## src/rtl/cond_branch_eval_if.sv

```systemverilog
// ============================================================================
// Module      : cond_branch_eval_if
// Description : Flag-write, branch-request and redirect signals for cond_branch_eval.
// Revision    : 1.0 - initial release
// ============================================================================
`default_nettype none

interface cond_branch_eval_if #(
    parameter int ADDR_W = 32,
    parameter int CNT_W  = 16
);
    logic              flag_we;
    logic              n_in;
    logic              z_in;
    logic              c_in;
    logic              v_in;
    logic              br_valid;
    logic              br_ready;
    logic [3:0]        br_cond;
    logic [ADDR_W-1:0] br_pc;
    logic [ADDR_W-1:0] br_offset;
    logic              redirect_valid;
    logic              redirect_ready;
    logic [ADDR_W-1:0] redirect_pc;
    logic [3:0]        flags_q;
    logic [CNT_W-1:0]  taken_cnt;

    modport master (
        output flag_we, n_in, z_in, c_in, v_in,
        output br_valid, br_cond, br_pc, br_offset, redirect_ready,
        input  br_ready, redirect_valid, redirect_pc, flags_q, taken_cnt
    );

    modport slave (
        input  flag_we, n_in, z_in, c_in, v_in,
        input  br_valid, br_cond, br_pc, br_offset, redirect_ready,
        output br_ready, redirect_valid, redirect_pc, flags_q, taken_cnt
    );
endinterface

`default_nettype wire

```

## src/rtl/cond_branch_eval.sv

```systemverilog
// ============================================================================
// Module      : cond_branch_eval
// Description : NZCV flag register, condition evaluation and taken-branch redirect.
// Revision    : 1.0 - initial release
// ============================================================================
`default_nettype none

module cond_branch_eval #(
    parameter int ADDR_W = 32,
    parameter int CNT_W  = 16
) (
    input  logic              clk,
    input  logic              reset,
    cond_branch_eval_if.slave bus
);
    localparam logic [1:0] c_IDLE     = 2'd0;
    localparam logic [1:0] c_EVAL     = 2'd1;
    localparam logic [1:0] c_REDIRECT = 2'd2;

    logic [1:0]        r_state;
    logic [3:0]        r_flags;
    logic [3:0]        r_cap_flags;
    logic [3:0]        r_cond;
    logic [ADDR_W-1:0] r_pc;
    logic [ADDR_W-1:0] r_off;
    logic [ADDR_W-1:0] r_redirect_pc;
    logic              r_redirect_valid;
    logic [CNT_W-1:0]  r_taken_cnt;

    logic [3:0]        w_flags_in;
    logic [3:0]        w_flags_eff;
    logic              w_accept;
    logic              w_taken;
    logic              w_n, w_z, w_c, w_v;
    logic [ADDR_W-1:0] w_target;

    assign w_flags_in  = {bus.n_in, bus.z_in, bus.c_in, bus.v_in};
    assign bus.br_ready = (r_state == c_IDLE) && !reset;
    assign w_accept    = bus.br_valid && bus.br_ready;
    // A flag write in the accept cycle is bypassed straight into the branch.
    assign w_flags_eff = bus.flag_we ? w_flags_in : r_flags;
    assign w_target    = r_pc + (r_off << 2);

    assign bus.redirect_valid = r_redirect_valid;
    assign bus.redirect_pc    = r_redirect_pc;
    assign bus.flags_q        = r_flags;
    assign bus.taken_cnt      = r_taken_cnt;

    always_comb begin
        {w_n, w_z, w_c, w_v} = r_cap_flags;
        w_taken = 1'b0;
        case (r_cond)
            4'd0:    w_taken = w_z;
            4'd1:    w_taken = !w_z;
            4'd2:    w_taken = !w_c;
            4'd3:    w_taken = w_c;
            4'd4:    w_taken = w_n;
            4'd5:    w_taken = !w_n;
            4'd6:    w_taken = w_v;
            4'd7:    w_taken = !w_v;
            4'd8:    w_taken = !w_c && !w_z;
            4'd9:    w_taken = w_c || w_z;
            4'd10:   w_taken = (w_n == w_v);
            4'd11:   w_taken = (w_n != w_v);
            4'd12:   w_taken = !w_z && (w_n == w_v);
            4'd13:   w_taken = w_z || (w_n != w_v);
            4'd14:   w_taken = 1'b1;
            default: w_taken = 1'b0;
        endcase
    end

    always_ff @(posedge clk) begin
        if (reset) begin
            r_state          <= c_IDLE;
            r_flags          <= 4'd0;
            r_cap_flags      <= 4'd0;
            r_cond           <= 4'd0;
            r_pc             <= '0;
            r_off            <= '0;
            r_redirect_pc    <= '0;
            r_redirect_valid <= 1'b0;
            r_taken_cnt      <= '0;
        end else begin
            if (bus.flag_we) begin
                r_flags <= w_flags_in;
            end
            case (r_state)
                c_IDLE: begin
                    if (w_accept) begin
                        r_cond      <= bus.br_cond;
                        r_pc        <= bus.br_pc;
                        r_off       <= bus.br_offset;
                        r_cap_flags <= w_flags_eff;
                        r_state     <= c_EVAL;
                    end
                end
                c_EVAL: begin
                    r_redirect_pc    <= w_target;
                    r_redirect_valid <= w_taken;
                    r_state          <= w_taken ? c_REDIRECT : c_IDLE;
                end
                c_REDIRECT: begin
                    if (bus.redirect_ready) begin
                        r_redirect_valid <= 1'b0;
                        r_taken_cnt      <= r_taken_cnt + {{(CNT_W-1){1'b0}}, 1'b1};
                        r_state          <= c_IDLE;
                    end
                end
                default: r_state <= c_IDLE;
            endcase
        end
    end
endmodule

`default_nettype wire

```

## src/flat_wrapper.sv

```systemverilog
// flat-port wrapper written by rule: the top's interface ports become plain ports
module cond_branch_eval_flat 
#(
    parameter int ADDR_W = 32,
    parameter int CNT_W  = 16
)
  (clk, reset, bus_flag_we, bus_n_in, bus_z_in, bus_c_in, bus_v_in, bus_br_valid, bus_br_cond, bus_br_pc, bus_br_offset, bus_redirect_ready, bus_br_ready, bus_redirect_valid, bus_redirect_pc, bus_flags_q, bus_taken_cnt);
  cond_branch_eval_if #(.ADDR_W(ADDR_W), .CNT_W(CNT_W)) bus_i ();
  input  logic clk;
  input  logic reset;
  input wire logic [$bits(bus_i.flag_we)-1:0] bus_flag_we;
  input wire logic [$bits(bus_i.n_in)-1:0] bus_n_in;
  input wire logic [$bits(bus_i.z_in)-1:0] bus_z_in;
  input wire logic [$bits(bus_i.c_in)-1:0] bus_c_in;
  input wire logic [$bits(bus_i.v_in)-1:0] bus_v_in;
  input wire logic [$bits(bus_i.br_valid)-1:0] bus_br_valid;
  input wire logic [$bits(bus_i.br_cond)-1:0] bus_br_cond;
  input wire logic [$bits(bus_i.br_pc)-1:0] bus_br_pc;
  input wire logic [$bits(bus_i.br_offset)-1:0] bus_br_offset;
  input wire logic [$bits(bus_i.redirect_ready)-1:0] bus_redirect_ready;
  output wire logic [$bits(bus_i.br_ready)-1:0] bus_br_ready;
  output wire logic [$bits(bus_i.redirect_valid)-1:0] bus_redirect_valid;
  output wire logic [$bits(bus_i.redirect_pc)-1:0] bus_redirect_pc;
  output wire logic [$bits(bus_i.flags_q)-1:0] bus_flags_q;
  output wire logic [$bits(bus_i.taken_cnt)-1:0] bus_taken_cnt;
  assign bus_i.flag_we = bus_flag_we;
  assign bus_i.n_in = bus_n_in;
  assign bus_i.z_in = bus_z_in;
  assign bus_i.c_in = bus_c_in;
  assign bus_i.v_in = bus_v_in;
  assign bus_i.br_valid = bus_br_valid;
  assign bus_i.br_cond = bus_br_cond;
  assign bus_i.br_pc = bus_br_pc;
  assign bus_i.br_offset = bus_br_offset;
  assign bus_i.redirect_ready = bus_redirect_ready;
  assign bus_br_ready = bus_i.br_ready;
  assign bus_redirect_valid = bus_i.redirect_valid;
  assign bus_redirect_pc = bus_i.redirect_pc;
  assign bus_flags_q = bus_i.flags_q;
  assign bus_taken_cnt = bus_i.taken_cnt;
  cond_branch_eval #(.ADDR_W(ADDR_W), .CNT_W(CNT_W)) u_core (.clk(clk), .reset(reset), .bus(bus_i));
endmodule
```

## config.mk

```make
export PLATFORM = sky130hd
export DESIGN_NAME = cond_branch_eval_flat
export DESIGN_NICKNAME = d
export VERILOG_FILES = /design/src/rtl/cond_branch_eval_if.sv /design/src/rtl/cond_branch_eval.sv /design/src/flat_wrapper.sv
export SDC_FILE = /design/constraint.sdc
export NUM_CORES = 1
export LEC_CHECK = 0
export ABC_AREA = 0
export CAP_MARGIN = 20
export CELL_PAD_IN_SITES_DETAIL_PLACEMENT = 0
export CELL_PAD_IN_SITES_GLOBAL_PLACEMENT = 1
export CORE_ASPECT_RATIO = 1.25
export CORE_UTILIZATION = 34
export DETAILED_ROUTE_END_ITERATION = 10
export PLACE_DENSITY = 0.83
export SYNTH_ARGS = -nofsm -noshare
export SYNTH_HDL_FRONTEND = slang
export SYNTH_SLANG_ARGS = --single-unit
```

## constraint.sdc

```tcl
create_clock -name clk -period 2.5 [get_ports clk]
set_input_delay 0.5 -clock clk [delete_from_list [all_inputs] [get_ports clk]]
set_output_delay 0.5 -clock clk [all_outputs]
set_load 0.02 [all_outputs]
```

==> results of run 1 <==
## final timing paths
kind | start | to | slack (ns) | cells past startpoint
setup reg to reg | u_core.r_pc[2] | u_core.bus.redirect_pc[28] | 0.08 | 10
setup / recovery | u_core.r_pc[2] | u_core.bus.redirect_pc[28] | 0.08 | 10
hold / removal | u_core.bus.redirect_pc[14] | u_core.bus.redirect_pc[14] | 0.45 | 2
hold reg to reg | u_core.bus.redirect_pc[14] | u_core.bus.redirect_pc[14] | 0.45 | 2
## through the flow
step                      total power, W  hold slack [ns]
after floorplan                 0.002513           0.4321
after global routing            0.005508           0.4739
after global placement          0.002813           0.4392
final                           0.005279           0.4461
after detailed placement        0.002820           0.4452
after CTS                       0.005327           0.4520
## worst max-delay path: stages (launching register included)
cell and delay (ns):
dfxtp_2 0.36, ha_4 0.15, fa_2 0.22, a21oi_2 0.07, o221a_2 0.28, o221a_4 0.24, nor4_4 0.31, nor2_2 0.08
a211oi_2 0.25, o21ai_1 0.11, a32o_1 0.24
## routing by layer
layer	part of all wire, %	global-route usage [%]	vias up
met4	1.9	6.526	0
met2	49	30.72	111
met3	5.4	6.194	24
met5	0	0	-
li1	-	-	2958
met1	44	20.72	2606
## state kept, by name, indices dropped and copies added (netlist names)
register                   count
u_core.r_cap_flags             4
u_core.bus.flags_q             4
u_core.bus.taken_cnt          16
u_core.r_off                  30
u_core.r_cond                  4
u_core.r_state                 2
u_core.bus.redirect_valid      1
u_core.r_pc                   32
u_core.bus.redirect_pc        32
## area by class of cell
type / count / area [um2]
Timing Repair Buffer: 182 / 1684
Fill cell: 1746 / 8836
Inverter: 9 / 33.78
Clock buffer: 26 / 519.2
Multi-Input combinational cell: 588 / 3558
Sequential cell: 125 / 2507
Clock inverter: 6 / 80.08
Tap cell: 224 / 280.3
## cells by family after synthesis
family | Yosys count | share of synthesized area [%]
fa+ha+maj | 31 | 6.474
buf+inv | 55 | 3.503
xor+xnor | 38 | 5.450
simple gates | 304 | 21.55
flops | 125 | 40.98
mux | 7 | 1.352
compound gates | 208 | 20.69
## cell usage in the layout (no fill, tap or decap), types with 6 or more instances in the layout
| master | n |
|---|---|
| xnor2_1 | 21 |
| nor2_1 | 43 |
| ha_1 | 23 |
| nand3_1 | 14 |
| ha_4 | 7 |
| mux2i_1 | 6 |
| xor2_1 | 17 |
| nand4_1 | 9 |
| clkbuf_16 | 17 |
| dfxtp_1 | 121 |
| inv_1 | 8 |
| nor3_1 | 7 |
| a21oi_1 | 114 |
| a21o_1 | 17 |
| clkbuf_8 | 6 |
| a211oi_1 | 9 |
| or3_1 | 7 |
| clkdlybuf4s50_1 | 127 |
| buf_4 | 55 |
| o21ai_0 | 19 |
| nand2_1 | 198 |
## power groups by stage
stage	logic (W)	clock network, W	registers, W
after CTS	0.000662	0.00254	0.00213
after global routing	0.000739	0.00263	0.00214
after global placement	0.000649	0	0.00216
after floorplan	0.000332	0	0.00218
after detailed placement	0.000653	0	0.00217
final	0.000667	0.00248	0.00213
## what timing repair did
action,in CTS,in global routing
pin swaps,2,20
endpoints found under the setup margin,8,10
gates resized for setup,10,22
gates cloned,0,0
buffers inserted,1,3
==> summary.md, run 1 <==
| Metric | Value |
|---|---|
| Cell Pwr Density | `609.3 mW/mm2` |
| Clock slew at reported path FFs | `0.05 ns` |
| Gr ovfl total | `0` |
| Antenna Cells | `0` |
| Critical Path AT | `2.73 ns` |
| Post-route insts no fill | `1,160` |
| VDD IR max | `0.4135 mV` |
| P_sw | `0.001256 W` |
| Hpwl dp | `11,630 um` |
| Die Y | `151.8 um` |
| Dpl cell area | `0.007870 mm2` |
| Die area | `0.01851 mm2` |
| Die X | `121.9 um` |
| Sequential-to-total area share from yosys stat | `40.98%` |
| Worst setup SP type | `register` |
| # H-tree levels | `4` |
| WL/cell | `14.02 um` |
| Via count of the first global-routing pass | `5,672` |
| First-pass GRT wire length | `26,720 um` |
| Reg power frac | `40.4%` |
| Class of the worst hold path | `reg2reg` |
| Max_cap viols | `0` |
| Period utilization | `96.64%` |
| Core area | `0.01750 mm2` |
| Most frequent cell after synthesis | `nand2_1` |
| Synth cell types | `62` |
| Initial antenna violation count | `0` |
| Clock Latency Late Sink | `0.42 ns` |
| Total Neg Setup Slack | `0 ns` |
| Required time of the critical path | `2.81 ns` |
| Most frequent cells after synthesis | `nand2_1 (199), dfxtp_1 (125), a21oi_1 (119)` |
| TritonCTS buffer count | `17` |
| Crit Path Category | `reg2reg` |
| RePlAce Congestion | `0.8379` |
| Max Freq | `0.4139 GHz` |
| Worst Skew | `0.01006 ns` |
| Number of synthesized flops with an enable pin | `0` |
| Clock Power Share | `47.0%` |
| Core Util, Final | `49.51%` |
| Crit-path max FO | `2` |
| TritonCTS clock tree | `done` |
| Switching Fraction | `23.79%` |
| Vias | `5,699` |
| Post-synthesis instance area | `0.006107 mm2` |
| DRC Markers | `0` |
| Avg Cell Area, Syn | `7.952 um2` |
| Synth area leader | `dfxtp_1` |
| Count of input and output buffers | `128` |
| Post-Synthesis Net Count | `876` |
| Top-area cell type share of the netlist area | `40.98%` |
| Top_reg_cell synth | `dfxtp_1` |
| I/O pins | `131` |
| Antenna viol nets, final | `0` |
| Iter 0 DRT Violations | `187` |
| Outcome | `finished clean` |
| Yosys warns | `0` |
| Synthesis-to-finish area growth | `41.86%` |
| Crit end category | `register` |
| Pleak | `3.389 nW` |
| Row cnt | `54` |
| Worst slew pin tran | `0.6915 ns` |
| Layout cell share with drive strength beyond 1 | `13.68%` |
| RSZ-0062 raised after global routing | `yes` |
| Minimum clock period | `2.416 ns` |
| Num Clock Sinks | `125` |
| P_int | `0.004023 W` |
| Design area | `0.008663 mm2` |
| Starting Density | `34.90%` |
| Area contributors post-synth | `dfxtp_1 (41%), nand2_1 (12%), a21oi_1 (9.8%)` |
| Post-Route WL | `16,260 um` |
| Setup ws final | `0.08408 ns` |
| Max Root-Sink Buffers | `2` |
| Drt first pass iters | `4` |
| Max-Slew Margin vs Limit | `53.90%` |
| Post-layout net count | `1,031` |
| Hold-fix buffers, CTS | `0` |
| Placed cells | `1,124` |
| Post-Syn Instances | `768` |
| Largest net degree at the start of global routing | `66` |
| Yosys reg bits | `125` |
| Count of final setup violators | `0` |
| Comb pwr share | `12.6%` |
| Clk root buf | `clkbuf_16` |
| Via density | `4.913` |
| GRT Overall Usage | `18.10%` |
| Setup Slack @ Placement | `-0.07788 ns` |
| Async S/R FF share, synth | `0%` |
| Slew Limit Fails | `0` |
| Final hold vios | `0` |
Power figures use the tool's default switching activity.
==> run 2, diff against run 1 <==
Settings changed: GPL_ROUTABILITY_DRIVEN from default to 0.
==> results of run 2 <==
Final layout, timing and power as in run 1 (identical DEF).
